File: src/rtl/bus_fifo_port.sv
// bus_fifo_port: memory-mapped TX/RX FIFO peripheral on the CPU data bus.
// CPU stores to DATA push the TX FIFO, which an external sink drains.
// CPU loads from DATA pop the RX FIFO, which an external source fills.
// Load data is registered so it lands in the CPU write-back stage.

// Circular-buffer FIFO shared by the TX and RX paths.
module bus_fifo_core #(
    parameter int DEPTH = 8,
    parameter int WIDTH = 32,
    localparam int AW = $clog2(DEPTH),
    localparam int CW = AW + 1
) (
    input  logic             clk,
    input  logic             rst_n,
    input  logic             clr,
    input  logic             push,
    input  logic             pop,
    input  logic [WIDTH-1:0] wdata,
    output logic [WIDTH-1:0] head,
    output logic [CW-1:0]    count,
    output logic             empty,
    output logic             full
);
    logic [WIDTH-1:0] mem [DEPTH];
    logic [AW-1:0]    wr_ptr, rd_ptr;
    logic             do_push, do_pop;

    assign empty = (count == '0);
    assign full  = (count == CW'(DEPTH));

    // A pop in the same cycle frees a slot, so a push into a full FIFO is
    // still taken. Clear overrides any traffic on the same edge.
    assign do_pop  = !clr && pop && !empty;
    assign do_push = !clr && push && (!full || do_pop);

    // Head word straight from storage; forced to 0 while empty.
    assign head = empty ? '0 : mem[rd_ptr];

    // Pointer and occupancy bookkeeping.
    always_ff @(posedge clk or negedge rst_n) begin
        if (!rst_n) begin
            wr_ptr <= '0;
            rd_ptr <= '0;
            count  <= '0;
        end else if (clr) begin
            wr_ptr <= '0;
            rd_ptr <= '0;
            count  <= '0;
        end else begin
            if (do_push) wr_ptr <= wr_ptr + AW'(1);
            if (do_pop)  rd_ptr <= rd_ptr + AW'(1);
            case ({do_push, do_pop})
                2'b10:   count <= count + CW'(1);
                2'b01:   count <= count - CW'(1);
                default: count <= count;
            endcase
        end
    end

    // Storage needs no reset: contents are only visible while count != 0.
    always_ff @(posedge clk) begin
        if (do_push) mem[wr_ptr] <= wdata;
    end
endmodule

// Register map and bus glue around the two FIFOs.
module bus_fifo_port #(
    parameter int DEPTH = 8,
    parameter int WIDTH = 32,
    localparam int CW = $clog2(DEPTH) + 1
) (
    input  logic             CLK,
    input  logic             Rst,
    input  logic             CS,
    input  logic             WR_RD,
    input  logic [31:0]      ADDR,
    input  logic [WIDTH-1:0] Data_BUS_WRITE,
    output logic [WIDTH-1:0] Data_BUS_READ,
    output logic [WIDTH-1:0] tx_data,
    output logic             tx_valid,
    input  logic             tx_ready,
    input  logic [WIDTH-1:0] rx_data,
    input  logic             rx_valid,
    output logic             rx_ready,
    output logic             irq
);
    localparam logic [1:0] SEL_DATA = 2'd0;
    localparam logic [1:0] SEL_STAT = 2'd1;
    localparam logic [1:0] SEL_CTRL = 2'd2;

    typedef struct packed {
        logic       wr;
        logic       rd;
        logic [1:0] sel;
    } bus_req_t;

    bus_req_t         req;
    logic             en, ie_rx, ie_tx, ovf, unf;
    logic             ctrl_wr, clr, flagclr;
    logic             tx_cpu_push, tx_pop, rx_push, rx_cpu_pop;
    logic             ovf_evt, unf_evt;
    logic [WIDTH-1:0] rx_head;
    logic [CW-1:0]    tx_cnt, rx_cnt;
    logic             tx_empty, tx_full, rx_empty, rx_full;
    logic [31:0]      tx_cnt32, rx_cnt32, status;
    logic             unused_bits;

    // Decode the bus access for this cycle.
    always_comb begin
        req     = '0;
        req.wr  = CS && WR_RD;
        req.rd  = CS && !WR_RD;
        req.sel = ADDR[1:0];
    end

    assign ctrl_wr = req.wr && (req.sel == SEL_CTRL);
    assign clr     = ctrl_wr && Data_BUS_WRITE[3];
    assign flagclr = ctrl_wr && Data_BUS_WRITE[4];

    assign tx_cpu_push = req.wr && (req.sel == SEL_DATA);
    assign rx_cpu_pop  = req.rd && (req.sel == SEL_DATA);

    // External handshakes are frozen while disabled.
    assign tx_valid = en && !tx_empty;
    assign rx_ready = en && !rx_full;
    assign tx_pop   = tx_valid && tx_ready;
    assign rx_push  = rx_valid && rx_ready;

    assign ovf_evt = tx_cpu_push && tx_full && !tx_pop;
    assign unf_evt = rx_cpu_pop && rx_empty;

    assign irq = (!rx_empty && ie_rx) || (tx_empty && ie_tx);

    bus_fifo_core #(.DEPTH(DEPTH), .WIDTH(WIDTH)) u_tx (
        .clk   (CLK),
        .rst_n (Rst),
        .clr   (clr),
        .push  (tx_cpu_push),
        .pop   (tx_pop),
        .wdata (Data_BUS_WRITE),
        .head  (tx_data),
        .count (tx_cnt),
        .empty (tx_empty),
        .full  (tx_full)
    );

    bus_fifo_core #(.DEPTH(DEPTH), .WIDTH(WIDTH)) u_rx (
        .clk   (CLK),
        .rst_n (Rst),
        .clr   (clr),
        .push  (rx_push),
        .pop   (rx_cpu_pop),
        .wdata (rx_data),
        .head  (rx_head),
        .count (rx_cnt),
        .empty (rx_empty),
        .full  (rx_full)
    );

    // STATUS word; counts zero-extended then cut to 8 bits.
    always_comb begin
        tx_cnt32 = 32'(tx_cnt);
        rx_cnt32 = 32'(rx_cnt);
        status   = '0;
        status[23:16] = rx_cnt32[7:0];
        status[15:8]  = tx_cnt32[7:0];
        status[5]     = ovf;
        status[4]     = unf;
        status[3]     = rx_full;
        status[2]     = rx_empty;
        status[1]     = tx_full;
        status[0]     = tx_empty;
    end

    // Control bits and sticky error flags; a fresh event beats FLAGCLR.
    always_ff @(posedge CLK or negedge Rst) begin
        if (!Rst) begin
            en    <= 1'b0;
            ie_rx <= 1'b0;
            ie_tx <= 1'b0;
            ovf   <= 1'b0;
            unf   <= 1'b0;
        end else begin
            if (ctrl_wr) begin
                en    <= Data_BUS_WRITE[0];
                ie_rx <= Data_BUS_WRITE[1];
                ie_tx <= Data_BUS_WRITE[2];
            end
            ovf <= (ovf && !flagclr) || ovf_evt;
            unf <= (unf && !flagclr) || unf_evt;
        end
    end

    // Load data register: captured at the access edge, held until next load.
    // An empty-RX pop returns 0 because the FIFO head reads 0 when empty.
    always_ff @(posedge CLK or negedge Rst) begin
        if (!Rst) begin
            Data_BUS_READ <= '0;
        end else if (req.rd) begin
            case (req.sel)
                SEL_DATA: Data_BUS_READ <= rx_head;
                SEL_STAT: Data_BUS_READ <= WIDTH'(status);
                SEL_CTRL: Data_BUS_READ <= WIDTH'({ie_tx, ie_rx, en});
                default:  Data_BUS_READ <= '0;
            endcase
        end
    end

    assign unused_bits = ^{ADDR[31:2], Data_BUS_WRITE[WIDTH-1:5]};
endmodule

File: config.mk
export PLATFORM = sky130hd
export DESIGN_NAME = bus_fifo_port
export DESIGN_NICKNAME = d
export VERILOG_FILES = /design/src/rtl/bus_fifo_port.sv
export SDC_FILE = /design/constraint.sdc
export NUM_CORES = 1
export LEC_CHECK = 0
export ABC_AREA = 1
export CAP_MARGIN = 20
export CORE_MARGIN = 2
export CORE_UTILIZATION = 40
export CTS_CLUSTER_SIZE = 12
export DETAILED_ROUTE_END_ITERATION = 8
export GPL_TIMING_DRIVEN = 0
export PLACE_DENSITY_LB_ADDON = 0.05
export SETUP_SLACK_MARGIN = 0.05
export SYNTH_ARGS = -nofsm -noshare
export SYNTH_HDL_FRONTEND = slang
export SYNTH_SLANG_ARGS = --single-unit
File: constraint.sdc
create_clock -name CLK -period 10.2 [get_ports CLK]
set_input_delay 2.04 -clock CLK [delete_from_list [all_inputs] [get_ports CLK]]
set_output_delay 2.04 -clock CLK [all_outputs]
set_load 0.1 [all_outputs]
Word-level counts from Yosys, hierarchy flattened
Memories as Yosys holds them, arrays and structs flattened.
Cells that the tools add are included.
{ "word_totals": {"memories": 2, "output_inout_bits": 67, "mem_bits_rw": 512, "input_bits": 102, "ff_bits": 57} }
{ "memory_table": {"columns": ["name", "depth", "word_bits", "rd", "rd_ports_with_merged_regs", "wr", "line", "text"], "rows": [
  ["u_rx.mem", 8, 32, 1, 0, 1, "24", "logic [WIDTH-1:0] mem [DEPTH];"],
  ["u_tx.mem", 8, 32, 1, 0, 1, "24", null]
]} }
{ "op_classes": {"n_addsub": 8, "n_reduce_logical": 48, "eq_ne": 8, "n_mux": 19} }
{ "ops": {"columns": ["operator", "n"], "rows": [
  ["$pmux W32 S3", 1],
  ["$mux W32", 2],
  ["$logic_and A1 B1 Y1", 26],
  ["$mux W3", 8],
  ["$pmux W4 S2", 2],
  ["$add A3 B1 Y3 const B", 4],
  ["$add A4 B1 Y4 const B", 2],
  ["$eq A4 B4 Y1 const B", 2],
  ["$logic_not A1 Y1", 8],
  ["$logic_not A4 Y1", 2],
  ["$mux W4", 2],
  ["$reduce_bool A2 Y1", 4],
  ["$sub A4 B1 Y4 const B", 2],
  ["$eq A2 B1 Y1 const B", 3],
  ["$eq A2 B2 Y1 const B", 3],
  ["$reduce_bool A3 Y1", 2],
  ["$logic_or A1 B1 Y1", 5],
  ["$mux W1", 4],
  ["$logic_not A2 Y1", 1]
]} }

Longest topological paths before layout
{ "logic_depth": {"word_depth": 11, "mapped_depth": 14, "ltp_nobuf": 14} }

Modules after synthesis
From an unflattened synthesis, not the netlist that was laid out.
{ "hier_totals": {"hier_cells": 1946, "area_unflattened_um2": 23263.6} }
{ "by_module_without_submodules": {"columns": ["mod", "cells_per_inst", "n_inst", "area_each_um2"], "rows": [
  ["bus_fifo_core at u_tx", 884, 1, 10750.3],
  ["bus_fifo_core at u_rx", 856, 1, 10729.0],
  ["bus_fifo_port", 206, 1, 1784.2]
]} }

Worst setup path before layout
No wires, ideal clock.
{ "synth_path": {"kind": "input-to-reg", "from": "input ADDR[0]", "to": "memory u_tx.mem[4][0] (enable)", "required_time_ps": 9739, "setup_time_ps": 461, "path_slack_ps": 4787, "stages": 8, "arrival_time_ps": 4952, "n_path_buf": 0, "cell_sequence": "inv_1 -> nand2_1 -> nor3_4 -> nor2_4 -> nand2_2 -> nand2_2 -> nand2_1 -> nor3_1"} }
{ "synth_via": {"elab_chain_len": 10} }
{ "synth_rtl": {"columns": ["element", "line", "text"], "rows": [
  ["start: declaration", "76", "input logic [31:0] ADDR,"],
  ["$eq A2 B2 Y1", "116", "assign ctrl_wr = req.wr && (req.sel == SEL_CTRL);"],
  ["$logic_and A1 B1 Y1", "116", null],
  ["$logic_and A1 B1 Y1", "117", "assign clr = ctrl_wr && Data_BUS_WRITE[3];"],
  ["$logic_not A1 Y1", "33, 34", null],
  ["$logic_and A1 B1 Y1 (2 in series)", "33", "assign do_pop = !clr && pop && !empty;"],
  ["$logic_or A1 B1 Y1", "34", "assign do_push = !clr && push && (!full || do_pop);"],
  ["$logic_and A1 B1 Y1 *", "34", null],
  ["$mux W1 *", "62", "if (do_push) mem[wr_ptr] <= wdata;"],
  ["$mux W1 (implied by the code) *", "62", null],
  ["end: declaration", "24", null]
]} }
Every way passes the cells marked *; elsewhere a longest branch is shown, timed or not.

Final worst setup path
{ "layout_path": {"from": "register u_tx.rd_ptr[0]", "to": "output tx_data[30]"} }
{ "layout_via": {"elab_chain_len": 2} }
{ "layout_rtl": {"columns": ["element", "line", "text"], "rows": [
  ["start: declaration", "25", "logic [AW-1:0] wr_ptr, rd_ptr;"],
  ["start signal: assignment", "51", "if (do_pop) rd_ptr <= rd_ptr + AW'(1);"],
  ["$mem_v2 Z8 W32", null, null],
  ["$mux W32", "37", "assign head = empty ? '0 : mem[rd_ptr];"],
  ["end: declaration", "79", "output logic [WIDTH-1:0] tx_data,"]
]} }
No other way between the ends.

==> results.toml <==
[worst_setup_path]
crit_slowest_cell = "clkdlybuf4s50_1"
worstPathArrival_ps = 3950
r2r_cells = 10
path_max_fanout = 10
cpMostUsedCell = "o21ai_0"
path_cells = "inv_1 > buf_2 > clkbuf_1 > o21ai_0 > o22ai_1 > o21ai_0 > a31oi_1 > clkdlybuf4s50_1"
slowest_delay_ps = 1210
end_kind = "output pin"
path_class = "flop to output pin"
required_ps = 8160
cp-start-kind = "flop"

[hold_path]
min_path_type = "flop to flop"
min_path_cells = 2

[drt]
drt_iter0_drc = 1149
vias = 14700
viasPerCell = 5.32
wl_per_cell_um = 22.7
drt_drc_violations_left = 0
postRouteAntennaNets = 0
wl_mm = 63.0
drt_first_pass_iters = 5

[floorplan]
fp-row-count = 86
chipWidth_um = 241
die_area_um2 = 57900
start_util_pct = 40.6
coreArea_um2 = 55200
fp.dieH_um = 241
io_pins = 169

[sta]
skew_ps = 10.7
setup-violations-final = 0
period_share_pct = 58.7
period_minus_slack_ps = 5990
rsz0062_at_grt = "no"
slew_headroom_pct = 33.5
fin_setup_tns_ps = 0
max_freq_mhz = 167
hold_viol = 0
slew_viol_final = 0
worstMarginPinSlew_ps = 994
setup_ws_ps = 4210

[cells_and_area]
nNetsFinal = 2083
area_growth_pct = 21.3
drive_above_1_share_pct = 8.26
final_cell_mix = "512 x edfxtp_1, 345 x nor2_1, 313 x o21ai_0"
nFillCells = 4940
final_util_pct = 49.2
final_common_cell = "edfxtp_1"

[global_routing]
grt_overflow = 0
grt_pass1_vias = 14700
grt_max_degree = 58
grt_pass1_wl_mm = 94.2
antenna_found_initial = 3
grt_usage_pct = 21.9

[yosys]
syn-mean-instance-area_um2 = 12.8
ys_seq_area_share_pct = 75.0
syn_nets = 1862
yosysTopAreaCellShare_pct = 68.6
synth_warnings = 0
synth_edf_count = 512
synth_seq_cells = 569
syn_area_um2 = 22400
yosys.area.top_type = "edfxtp_1"
synth_cells = 1752
synth_cell_types = 34
synth.area.top_cells = "edfxtp_1 69%, o21ai_0 7.0%, dfrtp_1 6.4%"
ys.flop_type = "edfxtp_1"
synthArstFlopShare_pct = 10.0

[clocking]
clk_pin_slew_ps = 60
clock_latency_ps = 610
post_cts_buffers = 0
clock_sinks = 569
root_buffer = "clkbuf_16"
cts_resized = 0
max-clock-path-buffers = 3
htree_levels = 2
postCtsHoldBufs = 0
cts_inserted_buffers = 59
cts_tree = "done"

[power_and_ir_drop]
cellPowerDensity_nw_per_um2 = 308
p_leak_nw = 9.16
vdd_drop_max_mv = 0.227

[placed_design]
hpwl_mm = 40.7
globalplace.congestion = 0.788
place_ws_ps = 4800
portBuffers = 138

[run_status]
status = "finished clean"

[flow_run]
max_cap_violations = 0
## cell type report
class	instances	area, µm²	area share (%)
plain buffers	110	440	1.62
clock inverters	9	71.3	0.262
multi-input cells	1026	5110	18.8
repair buffers	160	1810	6.65
clock buffers	101	1830	6.75
inverters	47	176	0.649
well taps	748	936	3.44
diodes	1	2.50	0.00921
flip-flops and latches	569	16800	61.8
## power breakdown
part	switching (W)	total (W)	internal [W]
Clock	0.000878	0.00211	0.00123
Combinational	0.00268	0.00349	0.000808
Sequential	0.0000825	0.00278	0.00269
## logic make-up (layout without fill, tap and decap cells)
group | after synthesis | count (layout) | synth area share [%]
DFF | 569 | 569 | 75.0
buffers and inverters | 157 | 427 | 2.75
adders and majority gates | 8 | 8 | 0.447
and+or+nand+nor | 542 | 542 | 9.70
AOI/OAI and AO/OA | 473 | 473 | 12.0
xor gates and xnor gates | 3 | 3 | 0.117
other | 0 | 1 | 0
## critical path, delay by kind of cell, from the launching register on
| kind | cells | cell delay [ps] |
|---|---|---|
| compound gates | 4 | 760 |
| buf+inv | 4 | 2150 |
| flops | 1 | 440 |
## Yosys cell counts (2+ instances only)
cell type  number
a21oi_1         5
a31oi_1        41
buf_1           7
buf_2          19
clkbuf_1       83
dfrtp_1        57
edfxtp_1      512
ha_1            8
inv_1          44
inv_2           3
nand2_1       126
nand2_2         7
nand3_1        33
nand3_2         3
nand4_1         2
nor2_1        359
nor2_2          3
nor2_4          4
nor3_1          3
o211ai_1        5
o21ai_0       313
o21ai_1         7
o221ai_1       46
o22ai_1        50
o22ai_2         2
xor2_1          2
## sequential cells by signal, indices dropped and copies added (netlist names)
| signal | count |
|---|---|
| Data_BUS_READ | 32 |
| en | 1 |
| ie_rx | 1 |
| ie_tx | 1 |
| ovf | 1 |
| u_rx.count | 4 |
| u_rx.mem | 256 |
| u_rx.rd_ptr | 3 |
| u_rx.wr_ptr | 3 |
| u_tx.count | 4 |
| u_tx.mem | 256 |
| u_tx.rd_ptr | 3 |
| u_tx.wr_ptr | 3 |
| unf | 1 |
## stage by stage
stage | total power, W | instance area [µm²] | std cells | hold WS, ps
detailed placement | 0.00634 | 25300 | 2660 | 471
global route | 0.00875 | 27200 | 2770 | 512
finish | 0.00838 | 27200 | 2771 | 482
global placement | 0.00629 | 24700 | 2638 | 468
floorplan | 0.00519 | 22400 | 1752 | 464
CTS | 0.00845 | 27200 | 2770 | 487
## final timing paths
kind	start	endpoint	slack [ps]
max	u_tx.rd_ptr[0]$_DFFE_PN0P_	tx_data[30]	4210
min	Data_BUS_READ[15]$_DFFE_PN0N_	Data_BUS_READ[15]$_DFFE_PN0N_	480
max reg2reg	u_tx.count[3]$_DFFE_PN0P_	u_tx.mem[5][13]$_DFFE_PP_	7230
min reg2reg	Data_BUS_READ[15]$_DFFE_PN0N_	Data_BUS_READ[15]$_DFFE_PN0N_	480
max in group asynchronous	Rst	u_tx.count[1]$_DFFE_PN0P_	8460
min in group asynchronous	Rst	Data_BUS_READ[22]$_DFFE_PN0N_	1440
## per-layer routing
metal / track usage (%) / vias to the layer above / routed length [µm]
met5: 0 / - / 36
met4: 6.19 / 6 / 1420
met3: 3.01 / 105 / 3150
met2: 38.6 / 406 / 31800
met1: 28.3 / 7353 / 26500
li1: - / 6876 / -
Note: power is estimated with default switching activity, not from simulation.
